==> src/rtl/cache_fill_ctrl.sv <==
// Miss/write-through controller: dwrite > dmiss > imiss onto one pipelined memory port, 8-word refills + tag write.
// Fill done WORDS_PER_BLOCK+MEM_LATENCY+1 cycles after grant, no stalls; define CACHE_FILL_CWF_EN for critical word first.
module cache_fill_ctrl #(
  parameter int WORDS_PER_BLOCK = 8,
  parameter int MEM_LATENCY     = 4,
  parameter int ADDR_W          = 16,
  parameter int DATA_W          = 16
) (
  input  logic                               clk,
  input  logic                               rst,
  input  logic                               imiss,
  input  logic [ADDR_W-1:0]                  imiss_addr,
  input  logic                               dmiss,
  input  logic [ADDR_W-1:0]                  dmiss_addr,
  input  logic                               dwrite,
  input  logic [ADDR_W-1:0]                  dwrite_addr,
  input  logic [DATA_W-1:0]                  dwrite_data,
  output logic                               mem_en,
  output logic                               mem_wr,
  output logic [ADDR_W-1:0]                  mem_addr,
  output logic [DATA_W-1:0]                  mem_wdata,
  input  logic [DATA_W-1:0]                  mem_rdata,
  input  logic                               mem_valid,
  output logic                               fill_we,
  output logic                               fill_sel,
  output logic [$clog2(WORDS_PER_BLOCK)-1:0] fill_word,
  output logic [DATA_W-1:0]                  fill_data,
  output logic                               tag_we,
  output logic [ADDR_W-1:0]                  tag_addr,
  output logic                               ifill_done,
  output logic                               dfill_done,
  output logic                               dwrite_done,
  output logic                               busy
);
  localparam int IdxW   = $clog2(WORDS_PER_BLOCK);
  localparam int CntW   = IdxW + 1;
  localparam int FlushW = $clog2(MEM_LATENCY + 1);
  localparam logic [ADDR_W-1:0] BlockMask = ~ADDR_W'(2 * WORDS_PER_BLOCK - 1);
  localparam logic [CntW-1:0]   CntFull   = CntW'(WORDS_PER_BLOCK);
  localparam logic [FlushW-1:0] FlushLast = FlushW'(MEM_LATENCY - 1);

  typedef enum logic [2:0] {FLUSH, IDLE, WRITE, FILL, DONE} state_t;

  state_t            state, stateNext;
  logic [CntW-1:0]   icnt, icntNext, rcnt, rcntNext;
  logic [IdxW-1:0]   startIdx, startNext, missStart;
  logic [ADDR_W-1:0] base, baseNext, missAddr;
  logic [FlushW-1:0] flushCnt, flushNext;
  logic              selNext, retire;
  logic              memEnNext, memWrNext, tagWeNext;
  logic              ifillDoneNext, dfillDoneNext, dwriteDoneNext;
  logic [ADDR_W-1:0] memAddrNext, tagAddrNext;
  logic [DATA_W-1:0] memWdataNext;

  // Block base is aligned, so the word offset can simply be OR-ed in.
  function automatic logic [ADDR_W-1:0] wordAddr(input logic [ADDR_W-1:0] blk,
                                                 input logic [IdxW-1:0]   idx);
    return blk | {{(ADDR_W-IdxW-1){1'b0}}, idx, 1'b0};
  endfunction

  // Memory returns in issue order, so the return count alone locates the word.
  assign retire    = (state == FILL) && mem_valid && (rcnt != icnt);
  assign fill_we   = retire;
  assign fill_word = IdxW'(startIdx + rcnt[IdxW-1:0]);
  assign fill_data = retire ? mem_rdata : '0;

  always_comb begin
    stateNext      = state;
    icntNext       = icnt;
    rcntNext       = rcnt;
    startNext      = startIdx;
    baseNext       = base;
    selNext        = fill_sel;
    flushNext      = flushCnt;
    memEnNext      = 1'b0;
    memWrNext      = 1'b0;
    memAddrNext    = '0;
    memWdataNext   = '0;
    tagWeNext      = 1'b0;
    tagAddrNext    = '0;
    ifillDoneNext  = 1'b0;
    dfillDoneNext  = 1'b0;
    dwriteDoneNext = 1'b0;
    missAddr       = dmiss ? dmiss_addr : imiss_addr;
`ifdef CACHE_FILL_CWF_EN
    missStart      = missAddr[IdxW:1];
`else
    missStart      = '0;
`endif

    unique case (state)
      FLUSH: begin
        if (flushCnt == FlushLast) stateNext = IDLE;
        else                       flushNext = flushCnt + 1'b1;
      end
      IDLE: begin
        if (dwrite) begin
          stateNext      = WRITE;
          memEnNext      = 1'b1;
          memWrNext      = 1'b1;
          memAddrNext    = dwrite_addr;
          memWdataNext   = dwrite_data;
          dwriteDoneNext = 1'b1;
        end else if (dmiss || imiss) begin
          stateNext   = FILL;
          baseNext    = missAddr & BlockMask;
          selNext     = dmiss;
          startNext   = missStart;
          icntNext    = CntW'(1);
          rcntNext    = '0;
          memEnNext   = 1'b1;
          memAddrNext = wordAddr(missAddr & BlockMask, missStart);
        end
      end
      WRITE: stateNext = IDLE;
      FILL: begin
        if (icnt != CntFull) begin
          memEnNext   = 1'b1;
          memAddrNext = wordAddr(base, IdxW'(startIdx + icnt[IdxW-1:0]));
          icntNext    = icnt + 1'b1;
        end
        if (retire) begin
          rcntNext = rcnt + 1'b1;
          if (rcnt + 1'b1 == CntFull) begin
            stateNext     = DONE;
            tagWeNext     = 1'b1;
            tagAddrNext   = base;
            ifillDoneNext = ~fill_sel;
            dfillDoneNext = fill_sel;
          end
        end
      end
      DONE:    stateNext = IDLE;
      default: stateNext = FLUSH;
    endcase
  end

  always_ff @(posedge clk) begin
    if (rst) begin
      state       <= FLUSH;
      icnt        <= '0;
      rcnt        <= '0;
      startIdx    <= '0;
      base        <= '0;
      fill_sel    <= 1'b0;
      flushCnt    <= '0;
      mem_en      <= 1'b0;
      mem_wr      <= 1'b0;
      mem_addr    <= '0;
      mem_wdata   <= '0;
      tag_we      <= 1'b0;
      tag_addr    <= '0;
      ifill_done  <= 1'b0;
      dfill_done  <= 1'b0;
      dwrite_done <= 1'b0;
      busy        <= 1'b1;
    end else begin
      state       <= stateNext;
      icnt        <= icntNext;
      rcnt        <= rcntNext;
      startIdx    <= startNext;
      base        <= baseNext;
      fill_sel    <= selNext;
      flushCnt    <= flushNext;
      mem_en      <= memEnNext;
      mem_wr      <= memWrNext;
      mem_addr    <= memAddrNext;
      mem_wdata   <= memWdataNext;
      tag_we      <= tagWeNext;
      tag_addr    <= tagAddrNext;
      ifill_done  <= ifillDoneNext;
      dfill_done  <= dfillDoneNext;
      dwrite_done <= dwriteDoneNext;
      busy        <= (stateNext != IDLE);
    end
  end
endmodule

==> config.mk <==
export PLATFORM = sky130hd
export DESIGN_NAME = cache_fill_ctrl
export DESIGN_NICKNAME = d
export VERILOG_FILES = /design/src/rtl/cache_fill_ctrl.sv
export SDC_FILE = /design/constraint.sdc
export NUM_CORES = 1
export LEC_CHECK = 0
export BUFFER_PORTS_ARGS = -buffer_cell sky130_fd_sc_hd__buf_2
export CORE_ASPECT_RATIO = 1.5
export CORE_MARGIN = 2
export CORE_UTILIZATION = 41
export CTS_CLUSTER_DIAMETER = 100
export DETAILED_ROUTE_END_ITERATION = 10
export MAX_ROUTING_LAYER = met4
export PLACE_DENSITY = 0.84
export SKIP_LAST_GASP = 1
export SYNTH_ARGS = -nofsm -noshare
export SYNTH_HDL_FRONTEND = slang
export SYNTH_SLANG_ARGS = --single-unit
==> constraint.sdc <==
create_clock -name clk -period 1.4 [get_ports clk]
set_clock_uncertainty 0.05 [all_clocks]
set_input_delay 0.14 -clock clk [delete_from_list [all_inputs] [get_ports clk]]
set_output_delay 0.14 -clock clk [all_outputs]
set_load 0.02 [all_outputs]
## Word-level counts from Yosys, hierarchy flattened

Index checks and enable logic that the tools add are counted.

| cells by class | value |
|---|---|
| add/subtract/negate cells | 3 |
| equal/unequal tests | 13 |
| muxes and demuxes | 26 |
| bitwise operators | 8 |
| reduce and logical (&&, ||, !) cells | 14 |

Operators with widths:

| cell | number |
|---|---|
| $mux W16 | 5 |
| $pmux W16 S2 | 1 |
| $mux W4 | 6 |
| $or A16 B4 Y16 | 1 |
| $pmux W4 S2 | 2 |
| $mux W3 | 5 |
| $pmux W3 S4 | 1 |
| $eq A3 B2 Y1 const B | 3 |
| $add A4 B1 Y4 const B | 2 |
| $reduce_and A4 Y1 | 2 |
| $not A1 Y1 | 7 |
| $ne A2 B2 Y1 const B | 3 |
| $reduce_or A3 Y1 | 2 |
| $mux W1 | 5 |
| $eq A4 B4 Y1 const B | 1 |
| $ne A4 B4 Y1 | 1 |
| $ne A4 B4 Y1 const B | 1 |
| $reduce_or A2 Y1 | 2 |
| $reduce_or A4 Y1 | 1 |
| $add A3 B1 Y3 const B | 1 |
| $eq A3 B1 Y1 const B | 1 |
| $eq A3 B3 Y1 const B | 1 |
| $logic_not A3 Y1 | 1 |
| $ne A3 B1 Y1 const B | 1 |
| 7 further kinds | 8 |

| word-level totals | value |
|---|---|
| bits in registers | 77 |
| input port bits | 86 |
| output and inout port bits | 76 |
| logic and storage cells | 79 |

## Longest topological paths before layout

| depth | value |
|---|---|
| depth after elaboration | 6 |
| depth in mapped cells | 8 |
| gate-level depth less buffers | 6 |

## Worst setup path before layout

OpenSTA, ideal clock, no wires.

| timing | value |
|---|---|
| path kind | reg-to-output |
| from | register state[2] |
| to | output fill_data[10] |
| arrival time | 1.326 ns |
| data required time | 1.210 ns |
| slack | -0.116 ns |
| stages on the path, launching flop included | 7 |
| path buffers | 3 |
| cell sequence | dfxtp_1 > buf_6 > nand4b_1 > a41oi_2 > buf_4 > buf_4 > and2_1 |

| between the ends | value |
|---|---|
| cells in the longest elaborated chain, start to end | 4 |

Ends and longest elaborated chain:

| element | line | source |
|---|---|---|
| from (decl) | 44 | `state_t state, stateNext;` |
| from (signal assigned) | 158 | `state <= stateNext;` |
| $eq A3 B2 Y1 | 62 | `assign retire = (state == FILL) && mem_valid && (rcnt != icnt);` |
| $logic_and A1 B1 Y1 (2 in series) | 62 |  |
| via fill_we | 24 | `output logic fill_we,` |
| $mux W16 | 65 | `assign fill_data = retire ? mem_rdata : '0;` |
| to (decl) | 27 | `output logic [DATA_W-1:0] fill_data,` |

The timed path passes the listed nets, and every way through them passes these cells.

## Worst setup path after layout

| timing | value |
|---|---|
| from | register state[2] |
| to | register mem_wdata[0] |

| between the ends | value |
|---|---|
| cells in the longest elaborated chain, start to end | 3 |

Ends and longest elaborated chain:

| element | line | source |
|---|---|---|
| $eq A3 B1 Y1 | 91 | `unique case (state)` |
| $not A1 Y1 (no line) | n/a |  |
| $reduce_or A3 Y1 (no line) | n/a |  |
| to (signal assigned) | 168 | `mem_wdata <= memWdataNext;` |
| to (decl) | 21 | `output logic [DATA_W-1:0] mem_wdata,` |

No other way between the ends.
A chain may end at the register's enable or synchronous reset.

==> results.json <==
{
  "intPower_mw": 4.48,
  "synth-main-ff-cell": "dfxtp_1",
  "critical_path.max_fanout": 8,
  "synth_cell_types": 44,
  "fin_crit_sh_pct": 139,
  "pwr-share-seq_pct": 38.1,
  "hpwl_um": 5890,
  "htree_levels": 3,
  "hold_start": "dwrite_addr[3]",
  "finalSetupViolCount": 94,
  "clock_latency_ns": 0.34,
  "fill_cells": 388,
  "ctsRootBufferMaster": "clkbuf_16",
  "min_path_cells": 3,
  "ys_ff_latch": 77,
  "numPortBuffers": 149,
  "viasPerCell": 5.40,
  "cts_buffer_depth": 2,
  "fin_nets": 631,
  "critPathSlowestCell": "dfxtp_4",
  "required_ns": 1.59,
  "cp-end-kind": "flop",
  "vias": 3501,
  "outcome": "finished, violations left",
  "ys_seq_area_share_pct": 48.6,
  "place_congestion": 0.829,
  "die_area_mm2": 0.00847,
  "cpPeakStageDelay_ns": 0.34,
  "peakVddDrop_uv": 835,
  "dp_slack_ns": -0.250,
  "crit_chain": "buf_4 -> buf_6 -> buf_6 -> nor3b_4 -> and2_4 -> buf_6 -> nor2b_4 -> and2_1",
  "io-pin-count": 162,
  "setup_ws_ns": -0.548,
  "cellLeakagePower_nw": 2.61,
  "synth.largest_area_cell": "dfxtp_1",
  "wl_um": 14200,
  "grt_pass1_wl_um": 17600,
  "wire_per_inst_um": 22.0,
  "slew_violations": 0,
  "antenna_found_initial": 1,
  "synth_enable_flop_cells": 0,
  "cp-start-kind": "flop",
  "initial_utilization_pct": 41.9,
  "crit_arrival_ns": 2.14,
  "yosys.area.top_type_share_pct": 48.6,
  "final-seq-area_mm2": 0.00157,
  "synth.avg_cell_area_um2": 10.1,
  "critPathLaunch": "state[2]",
  "period_needed_ns": 1.95,
  "cellPowerDensity_mw_per_mm2": 1060,
  "syn_to_final_growth_pct": 82.6,
  "hold_ws_ns": 0.0243,
  "r2r_cells": 8,
  "synth_warnings": 0,
  "power_frac_clock_pct": 39.9,
  "pwr-share-comb_pct": 22.0,
  "switching_power_mw": 1.68,
  "drtAntennaViolNets": 0,
  "setup_tns_ns": -30.69,
  "grt_max_degree": 18,
  "post-route-drc-count": 0,
  "synth_area_mm2": 0.00317,
  "rsz0062_at_grt": "true",
  "core_area_mm2": 0.00756,
  "drv_cap": 0,
  "rows": 39,
  "synthTopCellsByArea": "dfxtp_1 49%, and2_1 9.3%, a21oi_1 4.7%",
  "multi_input_comb_area_mm2": 0.00198,
  "placed_area_mm2": 0.00420,
  "violations": "setup timing",
  "grtUsageTotal_pct": 28.5,
  "drt_pass1_iterations": 4,
  "die_w_um": 75.8,
  "crit_type": "flop to flop",
  "die_h_um": 112,
  "cp_common_cell": "buf_6",
  "drt-initial-drc-count": 251,
  "clock.fmax_ghz": 0.513,
  "hold_path.class": "primary input to flop",
  "cts_buffers": 9,
  "clkSinkCount": 77,
  "syn-instance-count": 315,
  "r2r-start": "state[2]",
  "cts_tree": "built",
  "globalRouteOverflowTotal": 0,
  "switching_share_pct": 27.3,
  "grt_pass1_vias": 3585,
  "async_flop_share_pct": 0,
  "hold_viol_final": 0,
  "drive_above_1_share_pct": 68.6,
  "stdcell_area_mm2": 0.00579,
  "clk_pin_slew_ns": 0.06
}
-- layer usage --
layer	wire [um]	vias up	GRT usage, %
met4	937	0	17.1
li1	-	1520	-
met2	7560	236	48.2
met3	1060	73	6.97
met1	4690	1672	28.1
met5	0	-	-
-- power by group through the flow --
stage	Combinational, mW	Clock, mW	Sequential (mW)
floorplan	0.440	0	2.40
global placement	0.732	0	2.37
detailed placement	0.757	0	2.38
CTS	0.998	2.41	2.33
global route	1.40	2.57	2.35
finish	1.35	2.46	2.35
-- sequential cells by signal, summed over array words and instances (netlist names) --
signal	flops
rcnt	4
state	3
tag_we	1
ifill_done	1
flushCnt	3
fill_sel	1
dfill_done	1
base	12
mem_addr	16
mem_wdata	16
icnt	4
dwrite_done	1
busy	1
tag_addr	12
mem_en	1
-- repair_timing --
action,CTS,global route
cloned,9,0
pin swaps,54,40
gates resized for setup,121,60
hold endpoints to repair,17,0
endpoints found under the setup margin,89,94
hold buffers,17,0
buffers inserted,15,18
-- kinds of logic (layout without fill, tap and decap cells) --
family / Yosys count / count (layout) / synth area share (%)
other: 1 / 5 / 0.118
adders and majority gates: 5 / 5 / 1.97
and+or+nand+nor: 119 / 122 / 22.1
xor gates and xnor gates: 9 / 9 / 2.49
AOI/OAI and AO/OA: 56 / 57 / 12.1
buffers and inverters: 35 / 258 / 8.05
DFF: 77 / 77 / 48.6
muxes: 13 / 13 / 4.58
-- cells in the final DEF (no fill, tap or decap), types with 4 or more instances in the layout --
cell type,count
inv_1,5
dfxtp_4,4
a21oi_2,26
dfxtp_2,7
ha_1,5
xnor2_2,6
nand2_1,9
buf_4,38
mux2_2,12
a21oi_1,4
clkbuf_16,9
buf_6,39
nand2_4,17
a22oi_2,16
conb_1,4
buf_12,7
dfxtp_1,66
dlygate4sd3_1,17
and2_1,29
and2_4,19
nor2_1,8
nand3b_1,7
buf_2,132
-- worst max-delay path: cells and delay by family (launching register included) --
family / cells / cell delay (ns)
buf+inv: 4 / 0.48
simple gates: 4 / 0.99
flops: 1 / 0.34
-- stage by stage --
stage | utilization [%] | power [mW] | instances
finish | 76.5 | 6.16 | 648
global route | 76.5 | 6.32 | 648
CTS | 70.8 | 5.74 | 631
detailed placement | 55.5 | 3.13 | 574
global placement | 55.5 | 3.10 | 574
floorplan | - | 2.84 | 318
-- cell type report --
cell class	instances	area share, %
well taps	102	2.20
clock buffers	13	4.67
multi-input cells	210	34.2
repair buffers	237	30.8
diodes	1	0.0432
inverters	5	0.324
clock inverters	3	0.735
flip-flops and latches	77	27.0
-- cell usage after synthesis (2+ instances only) --
cell and number:
dfxtp_1 77, and2_1 47, nand2_1 31, a21oi_1 30
a22oi_1 16, buf_4 14, mux2_2 12, buf_6 9
nor2_1 9, nand3b_1 7, xnor2_1 7, ha_1 5
inv_1 5, nor3_1 5, clkbuf_1 4, buf_2 3
nand3_1 3, a211oi_1 2, and3_1 2, and4b_1 2
xor2_1 2
-- path summary, 6_finish.rpt --
path,endpoint,slack (ns)
setup / recovery,mem_wdata[0],-0.55
hold / removal,mem_addr[3],0.02
setup reg to reg,mem_wdata[0],-0.55
hold reg to reg,base[12],0.46
(Power assumes the default switching activity.)
